File: src/rtl/dmfb_multi_train_controller.sv
// N independent droplet-train sequencers, each stepping a next-move generator and actuating
// electrodes for a programmable dwell. Define DMFB_WATCHDOG_EN for the gen_valid watchdog.
module dmfb_multi_train_controller #(
    parameter int unsigned NUM_TRAINS = 4,
    parameter int unsigned ELEC_W     = 8,
    parameter int unsigned DWELL_W    = 16,
    parameter int unsigned MOVE_W     = 8
`ifdef DMFB_WATCHDOG_EN
    ,
    parameter int unsigned WDOG_CYCLES = 1024
`endif
) (
    input  logic                         clock,
    input  logic                         reset,
    input  logic                         enable,
    input  logic [NUM_TRAINS-1:0]        start,
    input  logic [DWELL_W-1:0]           dwell_cycles,
    input  logic [NUM_TRAINS-1:0]        gen_dest,
    input  logic [NUM_TRAINS-1:0]        gen_valid,
    input  logic [NUM_TRAINS*ELEC_W-1:0] gen_elec,
    output logic [NUM_TRAINS-1:0]        gen_reset,
    output logic [NUM_TRAINS-1:0]        gen_next,
    output logic [NUM_TRAINS-1:0]        act_en,
    output logic [NUM_TRAINS*ELEC_W-1:0] act_elec,
    output logic [NUM_TRAINS-1:0]        busy,
    output logic [NUM_TRAINS-1:0]        done,
    output logic [NUM_TRAINS-1:0]        error,
    output logic [NUM_TRAINS*MOVE_W-1:0] move_count
);

    typedef enum logic [2:0] {
        StIdle,
        StResetGen,
        StReq,
        StNext,
        StWaitMove,
        StApply,
        StDone
    } state_e;

    state_e             state_q [NUM_TRAINS];
    state_e             state_d [NUM_TRAINS];
    logic [DWELL_W-1:0] dwell_q [NUM_TRAINS];
    logic [DWELL_W-1:0] dwell_d [NUM_TRAINS];
    logic [DWELL_W-1:0] cnt_q   [NUM_TRAINS];
    logic [DWELL_W-1:0] cnt_d   [NUM_TRAINS];
    logic [ELEC_W-1:0]  elec_q  [NUM_TRAINS];
    logic [ELEC_W-1:0]  elec_d  [NUM_TRAINS];
    logic [MOVE_W-1:0]  move_q  [NUM_TRAINS];
    logic [MOVE_W-1:0]  move_d  [NUM_TRAINS];

`ifdef DMFB_WATCHDOG_EN
    localparam int unsigned WDOG_W = (WDOG_CYCLES > 1) ? $clog2(WDOG_CYCLES) : 1;
    localparam logic [WDOG_W-1:0] WDOG_LAST = WDOG_W'(WDOG_CYCLES - 1);

    logic [WDOG_W-1:0]     wdog_q [NUM_TRAINS];
    logic [WDOG_W-1:0]     wdog_d [NUM_TRAINS];
    logic [NUM_TRAINS-1:0] err_q;
    logic [NUM_TRAINS-1:0] err_d;
`endif

    always_comb begin
`ifdef DMFB_WATCHDOG_EN
        err_d = err_q;
`endif
        for (int i = 0; i < NUM_TRAINS; i++) begin
            state_d[i] = state_q[i];
            dwell_d[i] = dwell_q[i];
            cnt_d[i]   = cnt_q[i];
            elec_d[i]  = elec_q[i];
            move_d[i]  = move_q[i];
`ifdef DMFB_WATCHDOG_EN
            wdog_d[i]  = wdog_q[i];
`endif
            if (!enable) begin
                // Global abort parks every active channel in DONE with its count frozen.
                if (state_q[i] != StIdle) begin
                    state_d[i] = StDone;
                end
            end else begin
                unique case (state_q[i])
                    StIdle, StDone: begin
                        if (start[i]) begin
                            state_d[i] = StResetGen;
                            dwell_d[i] = (dwell_cycles == '0) ? DWELL_W'(1) : dwell_cycles;
                            elec_d[i]  = '0;
                            move_d[i]  = '0;
`ifdef DMFB_WATCHDOG_EN
                            err_d[i]   = 1'b0;
`endif
                        end
                    end
                    StResetGen: state_d[i] = StReq;
                    StReq:      state_d[i] = gen_dest[i] ? StDone : StNext;
                    StNext: begin
                        state_d[i] = StWaitMove;
`ifdef DMFB_WATCHDOG_EN
                        wdog_d[i]  = '0;
`endif
                    end
                    StWaitMove: begin
                        if (gen_valid[i]) begin
                            state_d[i] = StApply;
                            elec_d[i]  = gen_elec[i*ELEC_W +: ELEC_W];
                            cnt_d[i]   = dwell_q[i];
`ifdef DMFB_WATCHDOG_EN
                        end else if (wdog_q[i] == WDOG_LAST) begin
                            state_d[i] = StDone;
                            err_d[i]   = 1'b1;
                        end else begin
                            wdog_d[i]  = wdog_q[i] + 1'b1;
`endif
                        end
                    end
                    StApply: begin
                        if (cnt_q[i] <= DWELL_W'(1)) begin
                            state_d[i] = StReq;
                            if (move_q[i] != '1) begin
                                move_d[i] = move_q[i] + 1'b1;
                            end
                        end else begin
                            cnt_d[i] = cnt_q[i] - 1'b1;
                        end
                    end
                    default: state_d[i] = StIdle;
                endcase
            end
        end
    end

    always_ff @(posedge clock) begin
        if (reset) begin
            for (int i = 0; i < NUM_TRAINS; i++) begin
                state_q[i] <= StIdle;
                dwell_q[i] <= '0;
                cnt_q[i]   <= '0;
                elec_q[i]  <= '0;
                move_q[i]  <= '0;
`ifdef DMFB_WATCHDOG_EN
                wdog_q[i]  <= '0;
`endif
            end
`ifdef DMFB_WATCHDOG_EN
            err_q <= '0;
`endif
        end else begin
            for (int i = 0; i < NUM_TRAINS; i++) begin
                state_q[i] <= state_d[i];
                dwell_q[i] <= dwell_d[i];
                cnt_q[i]   <= cnt_d[i];
                elec_q[i]  <= elec_d[i];
                move_q[i]  <= move_d[i];
`ifdef DMFB_WATCHDOG_EN
                wdog_q[i]  <= wdog_d[i];
`endif
            end
`ifdef DMFB_WATCHDOG_EN
            err_q <= err_d;
`endif
        end
    end

    // Outputs are pure decodes of registered state.
    always_comb begin
        for (int i = 0; i < NUM_TRAINS; i++) begin
            gen_reset[i] = (state_q[i] == StResetGen);
            gen_next[i]  = (state_q[i] == StNext);
            act_en[i]    = (state_q[i] == StApply);
            busy[i]      = (state_q[i] != StIdle) && (state_q[i] != StDone);
            done[i]      = (state_q[i] == StDone);
            act_elec[i*ELEC_W +: ELEC_W]   = elec_q[i];
            move_count[i*MOVE_W +: MOVE_W] = move_q[i];
        end
    end

`ifdef DMFB_WATCHDOG_EN
    assign error = err_q;
`else
    assign error = '0;
`endif

endmodule
File: config.mk
export PLATFORM = sky130hd
export DESIGN_NAME = dmfb_multi_train_controller
export DESIGN_NICKNAME = d
export VERILOG_FILES = /design/src/rtl/dmfb_multi_train_controller.sv
export SDC_FILE = /design/constraint.sdc
export NUM_CORES = 1
export LEC_CHECK = 0
export ABC_AREA = 1
export BUFFER_PORTS_ARGS = -buffer_cell sky130_fd_sc_hd__buf_2
export CAP_MARGIN = 20
export CORE_MARGIN = 10
export CORE_UTILIZATION = 63
export CTS_BUF_LIST = sky130_fd_sc_hd__clkbuf_4 sky130_fd_sc_hd__clkbuf_8 sky130_fd_sc_hd__clkbuf_16
export DETAILED_ROUTE_END_ITERATION = 10
export PLACE_DENSITY_LB_ADDON = 0.3
export RECOVER_POWER = 100
export SYNTH_ARGS = -nofsm -noshare
export SYNTH_HDL_FRONTEND = slang
export SYNTH_SLANG_ARGS = --single-unit
File: constraint.sdc
create_clock -name clock -period 3.6 [get_ports clock]
set_input_delay 0.9 -clock clock [delete_from_list [all_inputs] [get_ports clock]]
set_output_delay 0.9 -clock clock [all_outputs]
set_load 0.03 [all_outputs]
==> results of run 1 <==
## path summary, 6_finish.rpt
check / end / slack [ns] / cells past startpoint
worst max-delay path: elec_q[0][20] / 0.58 / 8
worst min-delay path: elec_q[0][1] / 0.46 / 2
worst max register to register: cnt_q[1][12] / 0.63 / 8
worst min register to register: elec_q[0][1] / 0.46 / 2
## cells in the final DEF (no fill, tap or decap), types with 5 or more instances in the layout
cell type / n
nand2_1: 538
nor3_1: 19
o21ai_0: 122
nor2_1: 258
clkbuf_16: 23
xnor2_1: 17
buf_2: 64
o31ai_1: 5
nand2_4: 5
dfxtp_1: 204
ha_1: 12
inv_2: 9
nor2_2: 7
nand3_1: 134
nand2_2: 12
a21oi_1: 157
inv_1: 160
clkinv_2: 7
clkbuf_1: 82
nand4_1: 12
xor2_1: 15
## registers in the layout (all words and copies together) (netlist names)
name and cells:
move_q 32, dwell_q 64, state_q 12, elec_q 32, cnt_q 64
## per-stage QoR
stage	area [um2]	worst slack [ns]	std cells
4_1_cts	12800	0.772	2140
3_5_place_dp	12000	1.01	2099
2_1_floorplan	11300	1.46	1791
6_report	12600	0.583	2144
3_3_place_gp	12000	1.14	2099
5_1_grt	12600	0.322	2142
## critical path, cell delays in order
cell and delay [ns]:
clkbuf_1 0.89, clkinv_1 0.18, clkbuf_1 0.49, a21oi_4 0.31, nand2_1 0.24, inv_2 0.19
nand3_1 0.08, a21oi_1 0.16
## per-layer routing
metal / global-route usage (%) / vias up
li1: - / 5921
met3: 4.94 / 80
met2: 41.5 / 421
met4: 7.15 / 2
met5: 0 / -
met1: 31.7 / 5228
## area by class of cell
| cell class | count | area [um2] | share of cell area [%] |
|---|---|---|---|
| Multi-Input combinational cell | 1347 | 6120 | 48.6 |
| Sequential cell | 204 | 4080 | 32.4 |
| Timing Repair Buffer | 151 | 676 | 5.36 |
| Inverter | 172 | 648 | 5.15 |
| Clock buffer | 26 | 611 | 4.85 |
| Tap cell | 225 | 282 | 2.24 |
| Clock inverter | 15 | 165 | 1.31 |
| Antenna cell | 4 | 10.0 | 0.0795 |
## logic make-up after synthesis
kind of cell | Yosys count | synth area share (%)
XOR/XNOR | 32 | 2.49
other | 1 | 0.0333
AND/OR/NAND/NOR | 1003 | 37.2
adder cells (fa/ha/maj) | 12 | 1.33
AO/OA/AOI/OAI | 296 | 13.8
flip-flops | 204 | 36.2
buffers and inverters | 240 | 8.98
## power by group
| group | switching, mW | leakage [nW] | internal [mW] | total (mW) |
|---|---|---|---|---|
| clock network | 0.968 | 0.381 | 1.44 | 2.41 |
| registers | 0.195 | 1.66 | 2.48 | 2.67 |
| logic | 1.57 | 3.69 | 0.709 | 2.28 |
==> reports/results.tsv, run 1 <==
stage	metric	value	unit
status	status	finished, violations left	
status	failing checks	capacitance limit	
timing	Setup TNS Final	0	ns
layout	share of cells above drive strength 1	8.09	%
min_path	hold crit path type	flip-flop to flip-flop	
layout	Final nets	1974	
floorplanning	top-level port count	151	
timing	Final Hold Viols	0	
global_routing	first-pass GRT wire length	51300	um
yosys	Synth Instances	1788	
timing	WHS	0.464	ns
worst_setup_path	Setup crit start kind	primary input	
detailed_routing	routed via count	11700	
worst_setup_path	worst-path fanout max	23	
timing	fin crit share	83.8	%
global_routing	largest net degree at the start of global routing	63	
yosys	Synth top area share	36.2	%
worst_setup_path	Worst Setup Path Type	primary input to flip-flop	
min_path	Worst Min Path Start	elec_q[0][1]	
clock_network	Longest Clk Path Bufs	3	
clock_network	postcts setup bufs	0	
layout	Util after Layout	72.3	%
timing	worst slew pin tran	1.49	ns
worst_setup_path	critical path arrival	3.45	ns
yosys	Syn. warnings	0	
worst_setup_path	CP required	4.04	ns
floorplanning	die width	154	um
detailed_routing	met2 wire length	14500	um
power	Leak	5.73	nW
timing	# setup viols final	0	
yosys	EDFF count, synth	0	
yosys	#FFs+latches synth	204	
yosys	ys async rst share	0	%
yosys	Post-Syn Area	11300	um2
global_routing	global route overflow	0	
place	IO buf count	146	
global_routing	Tot GR Track Use	24.8	%
worst_setup_path	Worst setup EP type	flip-flop	
clock_network	H-tree depth	1	
power	P per Cell Area	584	nW/um2
place	GP Congestion	0.962	
place	DP HPWL	21600	um
clock_network	CTS root buf	clkbuf_16	
detailed_routing	Vias per Instance	5.43	
worst_setup_path	Reg-to-Reg Start	state_q[0][5]	
detailed_routing	DRT antenna net count	0	
job	Max Cap Viol	1	
clock_network	CTS Sinks	204	
power	Overall Power	7.36	mW
timing	Period minus WS final	3.02	ns
timing	Setup Skew	0.00808	ns
clock_network	CTS resizes	0	
yosys	post-synthesis sequential area ratio	36.2	%
detailed_routing	Routed WL	31000	um
clock_network	clock latency at the later pin of the worst-skew pair	0.51	ns
detailed_routing	DR WL met3	2440	um
global_routing	initial antenna violation count	4	
yosys	Unique masters post-synth	41	
layout	Syn-to-layout area delta	11.7	%
timing	slew margin rel.	0.834	%
yosys	synthesized area per cell	6.31	um2
detailed_routing	DRC violations left	0	
floorplanning	Initial Utilization	64.7	%
yosys	most frequent cells after synthesis	nand2_1 (535), nor2_1 (255), dfxtp_1 (204)	
clock_network	Inserted Clock Buffers	23	
floorplanning	core area	17400	um2
timing	Peak Freq	331	MHz
global_routing	vias in the first global route	10700	
detailed_routing	DR pass1 iterations	5	
floorplanning	DIE HEIGHT	154	um
clock_network	CTS tree	yes	
yosys	leading post-synthesis cells by cell area	dfxtp_1 (36%), nand2_1 (18%), nor2_1 (8.5%)	
layout	filler instances	1523	
clock_network	# hold bufs at CTS	0	
floorplanning	Rows	48	
timing	RSZ-0062 raised after global routing	no	
detailed_routing	wire per inst	14.5	um
yosys	cell with the most instances after synthesis	nand2_1	
detailed_routing	DRT iter0 DRCs	1205	
floorplanning	Die ar.	23700	um2
timing	Final Max Slew Viols	0	
worst_setup_path	origin of the worst setup path	enable	
power	maximum vdd ir drop	0.522	mV
yosys	cell taking the most area after synthesis	dfxtp_1	
detailed_routing	M1 WL	13100	um
yosys	Main synth FF type	dfxtp_1	
detailed_routing	top sig layer	met5	
clock_network	Reg clk slew, reported paths	0.06	ns
(Power assumes the default switching activity.)
==> run 2, diff against run 1 <==
ABC_AREA = 0   (was 1)
CORE_UTILIZATION = 52   (was 63)
clock period = 2.45 ns   (was 3.6 ns; I/O delays follow)
==> reports/results.tsv, run 2 <==
stage	metric	value	unit	change
status	status	completed		was finished, violations left
worst_setup_path	Setup crit start kind	flip-flop		was primary input
place	GP Congestion	0.874		was 0.962
timing	Final Hold Viols	0		unchanged
timing	WHS	0.343	ns	was 0.464 ns
detailed_routing	routed via count	10600		was 11,700
worst_setup_path	Worst setup EP type	flip-flop		unchanged
detailed_routing	Routed WL	31000	um	about the same
worst_setup_path	Worst Setup Path Type	flip-flop to flip-flop		was primary input to flip-flop
layout	share of cells above drive strength 1	14.0	%	was 8.09%
layout	most frequent cells in the layout	dfxtp_1 (201), a21oi_1 (192), nand2_1 (189), nor2_1 (113), o21ai_0 (90)		was nand2_1 (538), nor2_1 (258), dfxtp_1 (204), inv_1 (160), a21oi_1 (157)
timing	# setup viols final	0		unchanged
clock_network	Longest Clk Path Bufs	3		unchanged
power	maximum vdd ir drop	0.455	mV	was 0.522 mV
floorplanning	die width	161	um	was 154 um
yosys	Synth top area share	39.3	%	was 36.2%
place	Cells after DPL	1745		was 2,099
yosys	Synth Instances	1358		was 1,788
global_routing	Tot GR Track Use	22.5	%	was 24.8%
power	P per Cell Area	662	nW/um2	was 584 nW/um2
place	IO buf count	146		unchanged
global_routing	initial antenna violation count	3		was 4
clock_network	Inserted Clock Buffers	23		unchanged
worst_setup_path	worst-path fanout max	11		was 23
clock_network	clock latency at the later pin of the worst-skew pair	0.51	ns	about the same
worst_setup_path	critical path arrival	2.81	ns	was 3.45 ns
timing	slew margin rel.	37.4	%	was 0.834%
global_routing	largest net degree at the start of global routing	145		was 63
worst_setup_path	CP required	2.89	ns	was 4.04 ns
yosys	cell taking the most area after synthesis	dfxtp_1		unchanged
floorplanning	Rows	51		was 48
detailed_routing	Vias per Instance	5.93		was 5.43
clock_network	CTS tree	yes		unchanged
floorplanning	top-level port count	151		unchanged
timing	RSZ-0062 raised after global routing	no		unchanged
yosys	cell with the most instances after synthesis	dfxtp_1		was nand2_1
layout	Top Registers	cnt_q: 64 flops, dwell_q: 64 flops		unchanged
job	Max Cap Viol	0		was 1
timing	Peak Freq	423	MHz	
global_routing	first-pass GRT wire length	49800	um	was 51,300 um
layout	Syn-to-layout area delta	18.3	%	was 11.7%
detailed_routing	DRT antenna net count	0		unchanged
timing	worst slew pin tran	0.938	ns	was 1.49 ns
detailed_routing	wire per inst	17.3	um	was 14.5 um
timing	Setup TNS Final	0	ns	unchanged
detailed_routing	DR pass1 iterations	5		unchanged
timing	Final Max Slew Viols	0		unchanged
yosys	leading post-synthesis cells by cell area	dfxtp_1 (39%), a21oi_1 (9.3%), nand2_1 (6.8%)		was dfxtp_1 (36%), nand2_1 (18%), nor2_1 (8.5%)
floorplanning	core area	19500	um2	was 17,400 um2
yosys	#FFs+latches synth	204		unchanged
global_routing	global route overflow	0		unchanged
clock_network	CTS Sinks	204		unchanged
yosys	Syn. warnings	0		unchanged
min_path	hold crit path type	primary input to flip-flop		was flip-flop to flip-flop
power	Leak	4.49	nW	was 5.73 nW
layout	Final nets	1580		was 1,974
global_routing	vias in the first global route	9807		was 10,700
detailed_routing	DRC violations left	0		unchanged
yosys	ys async rst share	0	%	unchanged
timing	Setup Skew	0.0135	ns	was 0.00808 ns
yosys	Unique masters post-synth	72		was 41
clock_network	Reg clk slew, reported paths	0.06	ns	about the same
yosys	synthesized area per cell	7.65	um2	was 6.31 um2
layout	commonest non-fill, non-tap cell in the layout	dfxtp_1		was nand2_1
timing	Period minus WS final	2.36	ns	
layout	Non-Filler Instances	1788		was 2,144
yosys	Main synth FF type	dfxtp_1		unchanged
floorplanning	DIE HEIGHT	161	um	was 154 um
clock_network	H-tree depth	1		unchanged
yosys	post-synthesis sequential area ratio	39.3	%	was 36.2%
yosys	EDFF count, synth	0		unchanged
timing	fin crit share	96.5	%	
floorplanning	Initial Utilization	53.2	%	was 64.7%
detailed_routing	DRT iter0 DRCs	966		was 1,205
yosys	Post-Syn Area	10400	um2	was 11,300 um2
floorplanning	Die ar.	26000	um2	was 23,700 um2
clock_network	CTS root buf	clkbuf_16		unchanged
place	DP HPWL	21400	um	was 21,600 um
yosys	most frequent cells after synthesis	dfxtp_1 (204), a21oi_1 (193), nand2_1 (189)		was nand2_1 (535), nor2_1 (255), dfxtp_1 (204)
==> run 2: cell count changes in the layout (fill, tap and decap cells not counted), moves of 17 or more <==
cell | previous run | this run
buf_4 | 3 | 42
nor3_1 | 19 | 37
mux2i_1 | 0 | 41
inv_1 | 160 | 23
a21o_1 | 0 | 17
nor2_1 | 258 | 113
nor4_1 | 2 | 23
nand3_1 | 134 | 61
or4_1 | 0 | 26
nand2_1 | 538 | 189
clkbuf_2 | 1 | 21
a21oi_1 | 157 | 192
o31ai_1 | 5 | 23
o21ai_0 | 122 | 90
==> run 2: final timing paths <==
check                     start  slack, ns  cells after the start       endpoint
hold reg to reg   elec_q[0][12]       0.45                      2  elec_q[0][12]
hold / removal      gen_elec[2]       0.34                      3   elec_q[0][2]
setup reg to reg    cnt_q[3][5]       0.09                      5  move_q[0][27]
setup / recovery    cnt_q[3][5]       0.09                      5  move_q[0][27]
==> run 2: layer usage <==
metal	track usage, %	part of all wire [%]
met2	36.1	46
met1	28.8	43
met4	6.33	2.2
met5	0	0.065
met3	6.41	8.9
==> run 2: cell families after synthesis <==
group / count (synthesis) / synth area share, %
compound gates: 413 / 23.7
xor+xnor: 4 / 0.337
fa+ha+maj: 12 / 1.45
buf+inv: 117 / 4.53
flops: 204 / 39.3
mux: 43 / 4.17
other cells: 1 / 0.0361
simple gates: 564 / 26.5
==> run 2: report_power, final <==
part / leakage [nW] / internal (mW) / switching [mW]
clock: 0.401 / 2.19 / 1.36
combinational: 2.44 / 0.368 / 0.698
sequential: 1.65 / 3.42 / 0.0932
==> run 2: layout make-up <==
class                   instances  area, um2
well taps                     265        332
flip-flops and latches        204       4090
multi-input cells            1040       5870
repair buffers                211       1110
clock buffers                  34        702
diodes                          2       5.00
clock inverters                 7       88.8
inverters                      25       93.8
fillers                      1837       7240
==> run 2: critical path, cell delays in order, from the launching register on <==
cell and delay [ns]:
dfxtp_1 0.34, or4_1 0.53, or4_4 0.50, o21a_2 0.28, or4_1 0.51, a21oi_1 0.15
==> run 2: repair_timing <==
action | in CTS | in global routing
hold buffers | 0 | 0
endpoints found under the setup margin | 3 | 6
buffers inserted | 0 | 0
resized for setup | 2 | 6
==> run 2: through the flow <==
step / total power [mW] / instance area [um2] / worst slack [ns] / util (%)
after floorplan: 4.28 / 10400 / 0.00993 / -
after global placement: 4.63 / 11600 / 0.0912 / 59.6
after detailed placement: 4.65 / 11600 / -0.00437 / 59.6
after CTS: 8.20 / 12400 / 0.0478 / 63.7
after global routing: 8.45 / 12300 / 0.0111 / 62.9
final: 8.13 / 12300 / 0.0852 / 62.9
==> run 3, diff against run 2 <==
CORE_UTILIZATION = 62   (was 52)
clock period = 2.8 ns   (was 2.45 ns; I/O delays follow)
==> reports/results.tsv, run 3 (synthesis results as in run 2) <==
stage	metric	value	unit	change
timing	Setup Skew	0.00575	ns	was 0.0135 ns
power	Leak	4.31	nW	was 4.49 nW
global_routing	global route overflow	0		unchanged
clock_network	CTS Sinks	204		unchanged
clock_network	Reg clk slew, reported paths	0.06	ns	about the same
floorplanning	top-level port count	151		unchanged
clock_network	postcts setup bufs	0		unchanged
timing	worst slew pin tran	0.853	ns	was 0.938 ns
place	GP Congestion	0.921		was 0.874
timing	Setup TNS Final	0	ns	unchanged
layout	Syn-to-layout area delta	15.5	%	was 18.3%
layout	commonest non-fill, non-tap cell in the layout	dfxtp_1		unchanged
detailed_routing	routed via count	10700		was 10,600
worst_setup_path	worst-path fanout max	15		was 11
detailed_routing	DRC violations left	0		unchanged
layout	Final nets	1558		was 1,580
worst_setup_path	Worst setup EP type	output pin		was flip-flop
clock_network	Longest Clk Path Bufs	3		unchanged
layout	most frequent cells in the layout	dfxtp_1 (204), a21oi_1 (193), nand2_1 (189), nor2_1 (113), o21ai_0 (93)		was dfxtp_1 (201), a21oi_1 (192), nand2_1 (189), nor2_1 (113), o21ai_0 (90)
min_path	hold crit path type	primary input to flip-flop		unchanged
global_routing	vias in the first global route	9837		was 9,807
clock_network	H-tree depth	1		unchanged
layout	Top Registers	cnt_q: 64 flops, dwell_q: 64 flops		unchanged
floorplanning	Die ar.	22300	um2	was 26,000 um2
worst_setup_path	Worst Setup Path Type	flip-flop to output pin		was flip-flop to flip-flop
worst_setup_path	Critical path buffers and inverters	1		was 0
worst_setup_path	critical path arrival	1.97	ns	was 2.81 ns
global_routing	initial antenna violation count	0		was 3
detailed_routing	Vias per Instance	6.23		was 5.93
clock_network	Inserted Clock Buffers	22		was 23
global_routing	largest net degree at the start of global routing	164		was 145
detailed_routing	Routed WL	30800	um	was 31,000 um
timing	# setup viols final	0		unchanged
worst_setup_path	flop-to-flop setup slack	0.13	ns	was 0.09 ns
detailed_routing	wire per inst	17.9	um	was 17.3 um
status	status	completed		unchanged
place	DP HPWL	20900	um	was 21,400 um
floorplanning	Initial Utilization	62.8	%	was 53.2%
detailed_routing	DR pass1 iterations	5		unchanged
global_routing	first-pass GRT wire length	49200	um	was 49,800 um
timing	Period minus WS final	2.67	ns	
timing	RSZ-0062 raised after global routing	no		unchanged
layout	sequential cell area	4080	um2	was 4090 um2
clock_network	clock latency at the later pin of the worst-skew pair	0.51	ns	about the same
worst_setup_path	crit-path cells	nor2b_1 > and2_1 > clkbuf_1		was or4_1 > or4_4 > o21a_2 > or4_1 > a21oi_1
timing	Peak Freq	375	MHz	
global_routing	Tot GR Track Use	26.0	%	was 22.5%
layout	area of the multi-input gates	5850	um2	was 5870 um2
clock_network	CTS resizes	0		was 2
floorplanning	Rows	47		was 51
worst_setup_path	Top Family by Delay on Critical Path	flip-flops		was simple AND/OR/NAND/NOR gates
timing	fin crit share	95.3	%	
layout	# diodes	0		was 2
power	maximum vdd ir drop	0.479	mV	was 0.455 mV
worst_setup_path	CP required	2.10	ns	was 2.89 ns
detailed_routing	DRT iter0 DRCs	1111		was 966
worst_setup_path	Setup crit start kind	flip-flop		unchanged
floorplanning	die width	149	um	was 161 um
timing	Final Hold Viols	0		unchanged
worst_setup_path	delay of the slowest critical-path stage	0.62	ns	was 0.53 ns
timing	slew margin rel.	43.1	%	was 37.4%
power	P per Cell Area	579	nW/um2	was 662 nW/um2
clock_network	CTS root buf	clkbuf_16		unchanged
job	Max Cap Viol	0		unchanged
detailed_routing	DRT antenna net count	0		unchanged
floorplanning	DIE HEIGHT	149	um	was 161 um
layout	share of cells above drive strength 1	11.3	%	was 14.0%
timing	Final Max Slew Viols	0		unchanged
clock_network	CTS tree	yes		unchanged
layout	Util after Layout	72.6	%	was 62.9%
layout	filler instances	1339		was 1,837
floorplanning	core area	16500	um2	was 19,500 um2
place	IO buf count	146		unchanged
worst_setup_path	Worst path slowest cell	dfxtp_1		was or4_1
clock_network	# hold bufs at CTS	0		unchanged
-- run 3: metal layers --
| metal | vias to the layer above | wire length (um) | global-route usage [%] | part of all wire (%) |
|---|---|---|---|---|
| met5 | - | 0 | 0 | 0 |
| met4 | 0 | 928 | 9.03 | 3.0 |
| met3 | 76 | 2950 | 5.95 | 9.6 |
| met2 | 479 | 14200 | 42.0 | 46 |
| met1 | 4993 | 12700 | 33.5 | 41 |
| li1 | 5159 | - | - | - |
-- run 3: path summary, 6_finish.rpt --
path,to,startpoint,cells after the start
worst max-delay path,gen_next[3],state_q[0][10],3
worst min-delay path,elec_q[0][29],gen_elec[29],3
worst max register to register,move_q[0][22],cnt_q[2][2],5
worst min register to register,elec_q[0][20],elec_q[0][20],2
-- run 3: worst min-delay path, stage by stage --
cell and delay (ns):
buf_2 0.10, nand3_1 0.05, a21oi_1 0.05
-- run 3: cell type report --
class / instances / share of cell area, %
Multi-Input combinational cell: 1040 / 48.8
Sequential cell: 204 / 34.1
Timing Repair Buffer: 190 / 7.85
Clock buffer: 34 / 5.80
Tap cell: 220 / 2.30
Inverter: 25 / 0.783
Clock inverter: 5 / 0.417
-- run 3: where the power goes --
group	total [mW]	leakage, nW	internal (mW)	switching, mW
logic	0.902	2.28	0.299	0.603
registers	3.08	1.65	2.99	0.0887
clock network	2.96	0.379	1.80	1.16
total	6.94	4.31	5.09	1.85
-- run 3: stage by stage --
step	setup WS [ns]	instances	instance area (um2)	hold slack (ns)	power, mW
after global placement	0.295	1678	11400	0.435	4.02
after global routing	0.0185	1718	12000	0.443	7.18
after CTS	0.149	1717	12100	0.438	6.97
final	0.131	1718	12000	0.444	6.94
after floorplan	0.163	1361	10400	0.432	3.74
after detailed placement	0.247	1678	11400	0.442	4.04
